[config.mk]
export PLATFORM = sky130hd
export DESIGN_NAME = fetch_queue
export DESIGN_NICKNAME = d
export VERILOG_FILES = /design/src/rtl/fetch_queue.sv
export SDC_FILE = /design/constraint.sdc
export NUM_CORES = 1
export LEC_CHECK = 0
export CORE_ASPECT_RATIO = 0.8
export CORE_MARGIN = 2
export CORE_UTILIZATION = 55
export CTS_CLUSTER_SIZE = 24
export DETAILED_ROUTE_END_ITERATION = 6
export PLACE_DENSITY = 0.86
export SYNTH_ARGS = -nofsm -noshare
export SYNTH_HDL_FRONTEND = slang
export SYNTH_SLANG_ARGS = --single-unit
export TNS_END_PERCENT = 100
[constraint.sdc]
create_clock -name clk -period 6 [get_ports clk]
set_input_delay 0.9 -clock clk [delete_from_list [all_inputs] [get_ports clk]]
set_output_delay 0.9 -clock clk [all_outputs]
set_load 0.01 [all_outputs]
[src/rtl/fetch_queue.sv]
// Instruction fetch front-end: owns the PC, issues one imem read per cycle and queues the
// returned words with their PCs. Define FETCH_PERF_EN to add the bubble_count port.
module fetch_queue #(
   parameter int unsigned        ADDR_W   = 32,
   parameter int unsigned        DATA_W   = 32,
   parameter int unsigned        DEPTH    = 4,
   parameter logic [ADDR_W-1:0]  RESET_PC = '0
) (
   input  logic              clk,
   input  logic              reset,
   output logic              imem_req,
   output logic [ADDR_W-1:0] imem_addr,
   input  logic [DATA_W-1:0] imem_rdata,
   input  logic              redirect_valid,
   input  logic [ADDR_W-1:0] redirect_pc,
   output logic              inst_valid,
   input  logic              inst_ready,
   output logic [DATA_W-1:0] inst_data,
   output logic [ADDR_W-1:0] inst_pc
`ifdef FETCH_PERF_EN
   ,
   output logic [31:0]       bubble_count
`endif
);

   localparam int unsigned PtrW = $clog2(DEPTH);
   localparam int unsigned CntW = PtrW + 1;

   logic [ADDR_W-1:0] pc_q, pc_d;
   logic [CntW-1:0]   count_q, count_d;
   logic [PtrW-1:0]   head_q, head_d, tail_q, tail_d;
   logic              inflight_q;
   logic [ADDR_W-1:0] inflight_pc_q;
   logic [DATA_W-1:0] mem_data_q [DEPTH];
   logic [ADDR_W-1:0] mem_pc_q   [DEPTH];
   logic [CntW:0]     used;
   logic              push, pop;

   // Credit counts the outstanding response; a same-cycle pop does not free a slot.
   assign used       = {1'b0, count_q} + (CntW + 1)'(inflight_q);
   assign imem_req   = reset && !redirect_valid && (used < (CntW + 1)'(DEPTH));
   assign imem_addr  = pc_q;
   assign inst_valid = (count_q != '0) && !redirect_valid;
   assign inst_data  = mem_data_q[head_q];
   assign inst_pc    = mem_pc_q[head_q];
   assign push       = inflight_q && !redirect_valid;
   assign pop        = inst_valid && inst_ready;

   always_comb begin
      pc_d    = pc_q;
      count_d = count_q;
      head_d  = head_q;
      tail_d  = tail_q;
      if (redirect_valid) begin
         pc_d    = redirect_pc;
         count_d = '0;
         head_d  = '0;
         tail_d  = '0;
      end else begin
         if (imem_req) pc_d = pc_q + ADDR_W'(4);
         if (push) tail_d = tail_q + PtrW'(1);
         if (pop) head_d = head_q + PtrW'(1);
         if (push && !pop) begin
            count_d = count_q + CntW'(1);
         end else if (!push && pop) begin
            count_d = count_q - CntW'(1);
         end
      end
   end

   always_ff @(posedge clk or negedge reset) begin
      if (!reset) begin
         pc_q          <= RESET_PC;
         count_q       <= '0;
         head_q        <= '0;
         tail_q        <= '0;
         inflight_q    <= 1'b0;
         inflight_pc_q <= '0;
         for (int i = 0; i < int'(DEPTH); i++) begin
            mem_data_q[i] <= '0;
            mem_pc_q[i]   <= '0;
         end
      end else begin
         pc_q          <= pc_d;
         count_q       <= count_d;
         head_q        <= head_d;
         tail_q        <= tail_d;
         inflight_q    <= imem_req;
         inflight_pc_q <= pc_q;
         if (push) begin
            mem_data_q[tail_q] <= imem_rdata;
            mem_pc_q[tail_q]   <= inflight_pc_q;
         end
      end
   end

`ifdef FETCH_PERF_EN
   logic [31:0] bubble_q;

   // Starved cycles: consumer ready but nothing to hand over; saturates.
   always_ff @(posedge clk or negedge reset) begin
      if (!reset) begin
         bubble_q <= '0;
      end else if (inst_ready && !inst_valid && (bubble_q != '1)) begin
         bubble_q <= bubble_q + 32'd1;
      end
   end

   assign bubble_count = bubble_q;
`endif

endmodule

# After elaboration in Yosys (flattened, before gate mapping)
# Index checks and enable logic that the tools add are counted.
[op_classes] add_sub_neg=6 order_cmp=4 n_mux=19 bitwise=2 n_reduce_logical=16
[op_table] cell="128-bit bitwise mux" n=2
[op_table] cell="32-bit two-way mux" n=7
[op_table] cell="32-bit binary-select mux with 2-bit select" n=2
[op_table] cell="32-bit demux with 2-bit select" n=1
[op_table] cell="32-bit by 3-bit adder with 32-bit output, second input constant" n=1
[op_table] cell="3-bit two-way mux" n=3
[op_table] cell="1-bit logical AND" n=8
[op_table] cell="2-bit two-way mux" n=4
[op_table] cell="3-bit greater-or-equal comparator, second input constant" n=2
[op_table] cell="2-bit inverter with 3-bit output" n=2
[op_table] cell="2-bit nonzero test" n=3
[op_table] cell="3-bit nonzero test" n=2
[op_table] cell="2-bit by 1-bit adder with 2-bit output, second input constant" n=2
[op_table] cell="3-bit by 1-bit adder with 4-bit output" n=1
[op_table] cell="4-bit by 3-bit < comparator with 1-bit output, second input constant" n=1
[op_table] cell="3-bit by 1-bit adder with 3-bit output, second input constant" n=1
[op_table] cell="1-bit zero test" n=3
[op_table] cell="3-bit by 1-bit < comparator with 1-bit output, second input constant" n=1
[op_table] cell="3-bit by 1-bit subtractor with 3-bit output, second input constant" n=1
[word_totals] reg_bits=328 output_inout_bits=98

# Logic depth before layout (Yosys ltp)
# Gate-level depths: netlist of the first run.
[depth] ltp_word=7 depth_mapped=9 depth_no_buf=8

# Worst setup path before layout of the first run
# No wires, ideal clock.
[synth_path] path_type="input-to-output" startpoint="input port redirect_valid" endpoint="output port inst_valid" t_arrival_ns=1.851 t_required_ns=5.100 setup_slack_ns=3.249 path_stages=4 path_buffers=3 cell_sequence="clkbuf_1 > buf_1 > buf_1 > nor2_1"
[synth_via] elab_chain_cells=2
[synth_rtl] item="start: declaration" line="14" rtl="input logic redirect_valid,"
[synth_rtl] item="1-bit zero test" line="43" rtl="assign inst_valid = (count_q != '0) && !redirect_valid;"
[synth_rtl] item="1-bit logical AND" line="43"
[synth_rtl] item="end: declaration" line="16" rtl="output logic inst_valid,"
# Every way passes these cells.

# Worst setup path after layout of the first run
[layout_path] startpoint="input port reset" endpoint="output port imem_req"
[layout_via] elab_chain_cells=2
[layout_rtl] item="start: declaration" line="10" rtl="input logic reset,"
[layout_rtl] item="1-bit logical AND (2 in a row)" line="41" rtl="assign imem_req = reset && !redirect_valid && (used < (CntW + 1)'(DEPTH));"
[layout_rtl] item="end: declaration" line="11" rtl="output logic imem_req,"
# Every way passes these cells.

==> results.py, run 1 <==
metrics = {
    "outcome": {
        "status": "complete, no violations",
    },
    "worst_setup_path": {
        "worst_ep_arrival_time_ps": 3700,
        "timing.critical_path.cells": "buf_8 > nor3b_2 > nand2_1 > inv_1 > clkdlybuf4s50_1",
        "critPathKind": "in -> out",
        "critical_path_buf_inv_count": 3,
        "critical_path.reg2reg.startpoint": "inflight_q$_DFF_PN0_",
        "path_delay_family": "buffers and inverters",
        "critPathLaunch": "reset",
        "timing.critical_path.to_type": "output pin",
        "critical_path.slowest_cell": "sky130_fd_sc_hd__clkdlybuf4s50_1",
        "timing.critical_path.fanout_max": 114,
        "slowest_delay_ps": 640,
        "start_kind": "input port",
        "cp_data_required_time_ps": 5100,
    },
    "global_routing": {
        "grt_pass1_vias": 9309,
        "initial_antenna_violation_count": 2,
        "grt_overflow": 0,
        "grt_pass1_wl_um": 52300,
        "largest_net_degree_at_the_start_of_global_routing": 115,
        "grt_usage_pct": 25.0,
    },
    "timing": {
        "rsz0062_at_grt": "no",
        "skew_ps": 11.8,
        "fmax_mhz": 217,
        "number_of_hold_violations_in_the_final_report": 0,
        "timing.hold.ws_ps": 391,
        "finalWorstSetupSlack_ps": 1400,
        "min_period_ps": 4600,
        "final-setup-viol-count": 0,
        "worst-slew-pin-transition_ps": 1090,
        "finalCritPeriodShare_pct": 76.7,
        "max-slew-margin-rel_pct": 27.1,
        "final_max_slew_viol_count": 0,
        "setup_tns_ps": 0,
    },
    "floorplanning": {
        "design.die.area_um2": 27200,
        "std_cell_rows": 52,
        "placeableCoreArea_um2": 25400,
        "floorplan.io_pins": 166,
        "die_width_um": 184,
        "die_height_um": 148,
        "initial_core_util_pct": 56.2,
    },
    "logic_synthesis": {
        "synth.largest_area_cell": "sky130_fd_sc_hd__dfrtp_1",
        "yosysTopAreaCellShare_pct": 57.6,
        "ys_ff_latch": 328,
        "postSynthCellCount": 932,
        "synth_cell_types": 51,
        "netlist_top_cells_count": "328 x sky130_fd_sc_hd__dfrtp_1, 259 x sky130_fd_sc_hd__mux2_2, 64 x sky130_fd_sc_hd__mux4_2",
        "synth_most_common_cell": "sky130_fd_sc_hd__dfrtp_1",
        "post_synth.cell_area_avg_um2": 15.3,
        "synthesis.yosys.warnings": 0,
        "seq_area_frac_synth_pct": 57.6,
        "syn-cell-area_um2": 14300,
        "async_flop_share_pct": 100,
        "post_synth_main_area_contributors": "sky130_fd_sc_hd__dfrtp_1 58%, sky130_fd_sc_hd__mux2_2 20%, sky130_fd_sc_hd__mux4_2 10%",
        "synth_nets": 1006,
        "synthFlopType": "sky130_fd_sc_hd__dfrtp_1",
        "number_of_enable_type_register_cells_in_the_synthesized_netlist": 0,
    },
    "power": {
        "power_density_nw_per_um2": 395,
        "leakage_nw": 7.71,
        "vdd_ir_drop_max_uv": 345,
    },
    "place": {
        "placement.setup.worst_slack_ps": 1410,
        "finalWeightedCongestion": 0.901,
        "port-buffer-count": 165,
        "dpl_cell_area_um2": 16200,
        "detailed_place_hpwl_um": 20800,
        "placedCellCount": 1383,
    },
    "cts": {
        "count_of_instances_resized_after_the_clock_tree_is_built": 0,
        "clock_latency_ps": 510,
        "cts-buffers-inserted": 34,
        "clk_root_buffer_cell": "sky130_fd_sc_hd__clkbuf_16",
        "cts_tree": "yes",
        "cts_htree_levels": 2,
        "cts.clk_slew.worst_paths_ps": 60,
        "numClockSinks": 328,
        "postCtsSetupRepairBufs": 0,
        "cts-root-to-sink-buffers": 3,
        "post_cts_hold_buffer_count": 0,
    },
    "route": {
        "first_iter_violations": 564,
        "drt-wirelength-per-cell_um": 23.1,
        "detail_route.wirelength_um": 33400,
        "drt_pass1_iterations": 5,
        "viasPerCell": 6.17,
        "vias": 8922,
        "ant_nets": 0,
        "detail_route.drc_violations": 0,
    },
    "cells_and_area": {
        "nets": 1169,
        "post-route-cell-area_um2": 17300,
        "layoutNonFillerInstCount": 1445,
        "post_route_cells_drive_above_1_share_pct": 36.3,
        "area_delta_synth_final_pct": 21.7,
    },
    "worst_hold_path": {
        "hold_path_startpoint": "imem_addr[0]$_DFFE_PN0P_",
        "worst_hold_path_type": "reg -> reg",
    },
    "flow_run": {
        "cap_viol_max_count": 0,
    },
}
## sequential cells by signal, summed over array words and instances, names as in the netlist
register,cells
inflight_q,1
count_q,3
mem_data_q,128
head_q,2
imem_addr,32
mem_pc_q,128
tail_q,2
inflight_pc_q,32
## metal layers
layer / wire length [um] / global-route usage [%] / up-vias
met4: 595 / 6.08 / 2
met5: 7 / 0 / -
met2: 15700 / 39.5 / 329
met3: 2430 / 5.05 / 52
met1: 14700 / 36.3 / 4691
li1: - / - / 3848
## cells in the final DEF (no fill, tap or decap), drive strengths merged, types with 5 or more instances in the layout
master	instances
a221o	5
a22oi	5
a31oi	6
and3	7
and4	7
buf	17
clkbuf	50
clkdlybuf4s50	163
clkinv	7
dfrtp	328
ha	5
inv	12
mux2	259
mux4	64
nand2	37
nand3	27
nand4	11
nor2	10
nor2b	5
nor3	9
o211ai	13
o21ai	6
or4	14
## metrics by stage
stage | power [mW] | utilization, %
2_1_floorplan | 3.89 | -
3_3_place_gp | 4.65 | 63.8
3_5_place_dp | 4.72 | 63.8
4_1_cts | 6.88 | 68.3
5_1_grt | 7.15 | 68.3
6_report | 6.85 | 68.3
## worst paths after layout
| path | depth (start not counted) | slack [ps] | endpoint |
|---|---|---|---|
| hold / removal | 0 | 390 | inflight_pc_q[0]$_DFF_PN0_ |
| max in group asynchronous | 3 | 3860 | mem_data_q[104]$_DFFE_PN0P_ |
| setup reg to reg | 4 | 3160 | mem_data_q[85]$_DFFE_PN0P_ |
| min in group asynchronous | 1 | 440 | mem_pc_q[21]$_DFFE_PN0P_ |
| hold reg to reg | 0 | 390 | inflight_pc_q[0]$_DFF_PN0_ |
| setup / recovery | 5 | 1400 | imem_req |
## where the power goes
| part | internal, mW | switching [mW] |
|---|---|---|
| clock network | 1.28 | 0.861 |
| logic | 1.07 | 0.610 |
| registers | 2.68 | 0.350 |
| total | 5.03 | 1.82 |
## final cells by class
class | instances | area [um2]
antenna | 1 | 2.50
clock buffer | 50 | 1030
clock inverter | 11 | 110
fill | 1669 | 8030
inverter | 12 | 45.0
multi-input combinational | 539 | 5770
sequential | 328 | 8210
tap | 324 | 405
timing repair buffer | 180 | 1760
## cell families (layout without fill, tap and decap cells)
| kind of cell | Yosys count | in the layout | synth area share, % |
|---|---|---|---|
| DFF | 328 | 328 | 57.6 |
| buffers and inverters | 65 | 253 | 2.02 |
| xor gates and xnor gates | 5 | 5 | 0.307 |
| and+or+nand+nor | 143 | 143 | 5.58 |
| other | 0 | 1 | 0 |
| muxes | 326 | 326 | 30.8 |
| AOI/OAI and AO/OA | 59 | 59 | 3.14 |
| adders and majority gates | 6 | 6 | 0.579 |
Note: power is estimated with default switching activity, not from simulation.
==> inputs of run 2 (changes only) <==
Clock period 6 ns to 4.6 ns, I/O delays scaled along.
==> run 2 against run 1 <==
  * Sequential power up 29%
  * Flip-flop and latch count unchanged
  * Worst hold slack got worse by 300 ps
  * Die area did not move
  * Core utilization hardly changed
  * Critical endpoint is now inst_data[3]
  * Largest cell class unchanged
==> results.py, run 2 (synthesized netlist as in run 1, its figures left out) <==
metrics = {
    "cells_and_area": {
        "n_fill_cell": 1708,
        "finish.utilization_pct": 68.4,
        "diode_count": 0,
        "largestRegisters": "mem_data_q (128), mem_pc_q (128)",
        "nets": 1166,
        "area_delta_synth_final_pct": 21.7,
        "layout.area.seq_um2": 8210,
        "post_route_cells_drive_above_1_share_pct": 36.5,
        "final_common_cell": "sky130_fd_sc_hd__dfrtp_1",
        "multi_input_area_um2": 5770,
        "layout_common_cells": "326 x sky130_fd_sc_hd__dfrtp_1, 259 x sky130_fd_sc_hd__mux2_2, 163 x sky130_fd_sc_hd__clkdlybuf4s50_1, 64 x sky130_fd_sc_hd__mux4_2, 33 x sky130_fd_sc_hd__nand2_1",
    },
    "timing": {
        "final_max_slew_viol_count": 0,
        "fmax_mhz": 282,
        "min_period_ps": 3540,
        "max-slew-margin-rel_pct": 26.5,
        "setup_tns_ps": 0,
        "worst-slew-pin-transition_ps": 1100,
        "finalWorstSetupSlack_ps": 1060,
        "skew_ps": 15.6,
        "rsz0062_at_grt": "no",
        "final-setup-viol-count": 0,
        "finalCritPeriodShare_pct": 77.0,
        "number_of_hold_violations_in_the_final_report": 0,
    },
    "power": {
        "vdd_ir_drop_max_uv": 299,
        "power_density_nw_per_um2": 509,
        "leakage_nw": 7.72,
    },
    "cts": {
        "cts-buffers-inserted": 31,
        "cts-root-to-sink-buffers": 3,
        "count_of_instances_resized_after_the_clock_tree_is_built": 0,
        "postCtsSetupRepairBufs": 0,
        "clock_latency_ps": 560,
        "cts_htree_levels": 1,
        "post_cts_hold_buffer_count": 0,
        "clk_root_buffer_cell": "sky130_fd_sc_hd__clkbuf_16",
        "cts_tree": "yes",
        "numClockSinks": 328,
        "cts.clk_slew.worst_paths_ps": 60,
    },
    "worst_setup_path": {
        "critPathLaunch": "head_q[1]$_DFFE_PN0P_",
        "worst_reg2reg_endpoint": "mem_pc_q[123]$_DFFE_PN0P_",
        "regToRegSetupSlack_ps": 2150,
        "timing.critical_path.to_type": "output pin",
        "timing.critical_path.fanout_max": 35,
        "critPathKind": "reg -> out",
        "cell_count_of_the_worst_reg_to_reg_path": 4,
        "critical_path.reg2reg.startpoint": "inflight_q$_DFF_PN0_",
        "start_kind": "register",
        "worst_ep_arrival_time_ps": 2850,
        "cp_data_required_time_ps": 3910,
        "cp-endpoint": "inst_data[3]",
    },
    "outcome": {
        "status": "complete, no violations",
    },
    "worst_hold_path": {
        "worst_hold_path_type": "in -> async",
    },
    "floorplanning": {
        "design.die.area_um2": 27200,
        "floorplan.io_pins": 166,
        "die_height_um": 148,
        "std_cell_rows": 52,
        "placeableCoreArea_um2": 25400,
        "die_width_um": 184,
        "initial_core_util_pct": 56.2,
    },
    "global_routing": {
        "largest_net_degree_at_the_start_of_global_routing": 199,
        "grt_usage_pct": 24.8,
        "grt_pass1_wl_um": 52500,
        "initial_antenna_violation_count": 1,
        "grt_overflow": 0,
        "grt_pass1_vias": 9420,
    },
    "route": {
        "drt_pass1_iterations": 5,
        "drt-wirelength-per-cell_um": 22.6,
        "viasPerCell": 6.16,
        "vias": 8871,
        "detail_route.wirelength_um": 32600,
        "detail_route.drc_violations": 0,
        "first_iter_violations": 773,
        "ant_nets": 0,
    },
    "place": {
        "detailed_place_hpwl_um": 20700,
        "port-buffer-count": 165,
        "finalWeightedCongestion": 0.861,
        "placement.setup.worst_slack_ps": 1400,
    },
    "flow_run": {
        "cap_viol_max_count": 0,
    },
}
## run 2: cell type report
type / count / share of cell area, %
Clock buffer: 47 / 5.57
Clock inverter: 11 / 0.786
Inverter: 12 / 0.260
Multi-Input combinational cell: 539 / 33.2
Sequential cell: 328 / 47.3
Tap cell: 324 / 2.34
Timing Repair Buffer: 180 / 10.5
## run 2: how the worst min path moves through the flow
stage / start / endpoint / slack [ps] / cells past startpoint
2_1_floorplan: reset / count_q[0]$_DFFE_PN0P_ / 390 / 0
3_3_place_gp: imem_addr[0]$_DFFE_PN0P_ / inflight_pc_q[0]$_DFF_PN0_ / 400 / 0
3_5_place_dp: imem_addr[0]$_DFFE_PN0P_ / inflight_pc_q[0]$_DFF_PN0_ / 410 / 0
5_1_grt: reset / mem_pc_q[108]$_DFFE_PN0P_ / 130 / 1
4_1_cts: reset / mem_pc_q[117]$_DFFE_PN0P_ / 110 / 1
6_report: reset / mem_pc_q[108]$_DFFE_PN0P_ / 90 / 1
## run 2: where the power goes
part	switching [mW]	leakage, nW	total [mW]	internal [mW]
clock network	1.08	0.550	2.69	1.61
registers	0.428	4.24	3.92	3.49
logic	0.827	2.93	2.23	1.40
total	2.33	7.72	8.83	6.50
## run 2: per-stage QoR
| step | hold WS [ps] | std cells | cell area, um2 | power (mW) |
|---|---|---|---|---|
| after CTS | 109 | 1441 | 17300 | 8.90 |
| after detailed placement | 408 | 1383 | 16200 | 6.19 |
| after global routing | 131 | 1441 | 17300 | 9.25 |
| after floorplan | 394 | 932 | 14300 | 5.07 |
| after global placement | 400 | 1383 | 16200 | 6.09 |
| final | 93.2 | 1441 | 17300 | 8.83 |
## run 2: per-layer routing
metal  share of wire [%]  GRT usage, %
met2                  46          38.3
met3                 6.4          5.05
met4                 1.9          5.28
met1                  45          36.8
met5               0.040             0
## run 2: critical path, cell delays in order (launching register included)
cell	delay (ps)
sky130_fd_sc_hd__dfrtp_2	990
sky130_fd_sc_hd__buf_4	420
sky130_fd_sc_hd__mux4_2	380
sky130_fd_sc_hd__clkdlybuf4s50_1	500
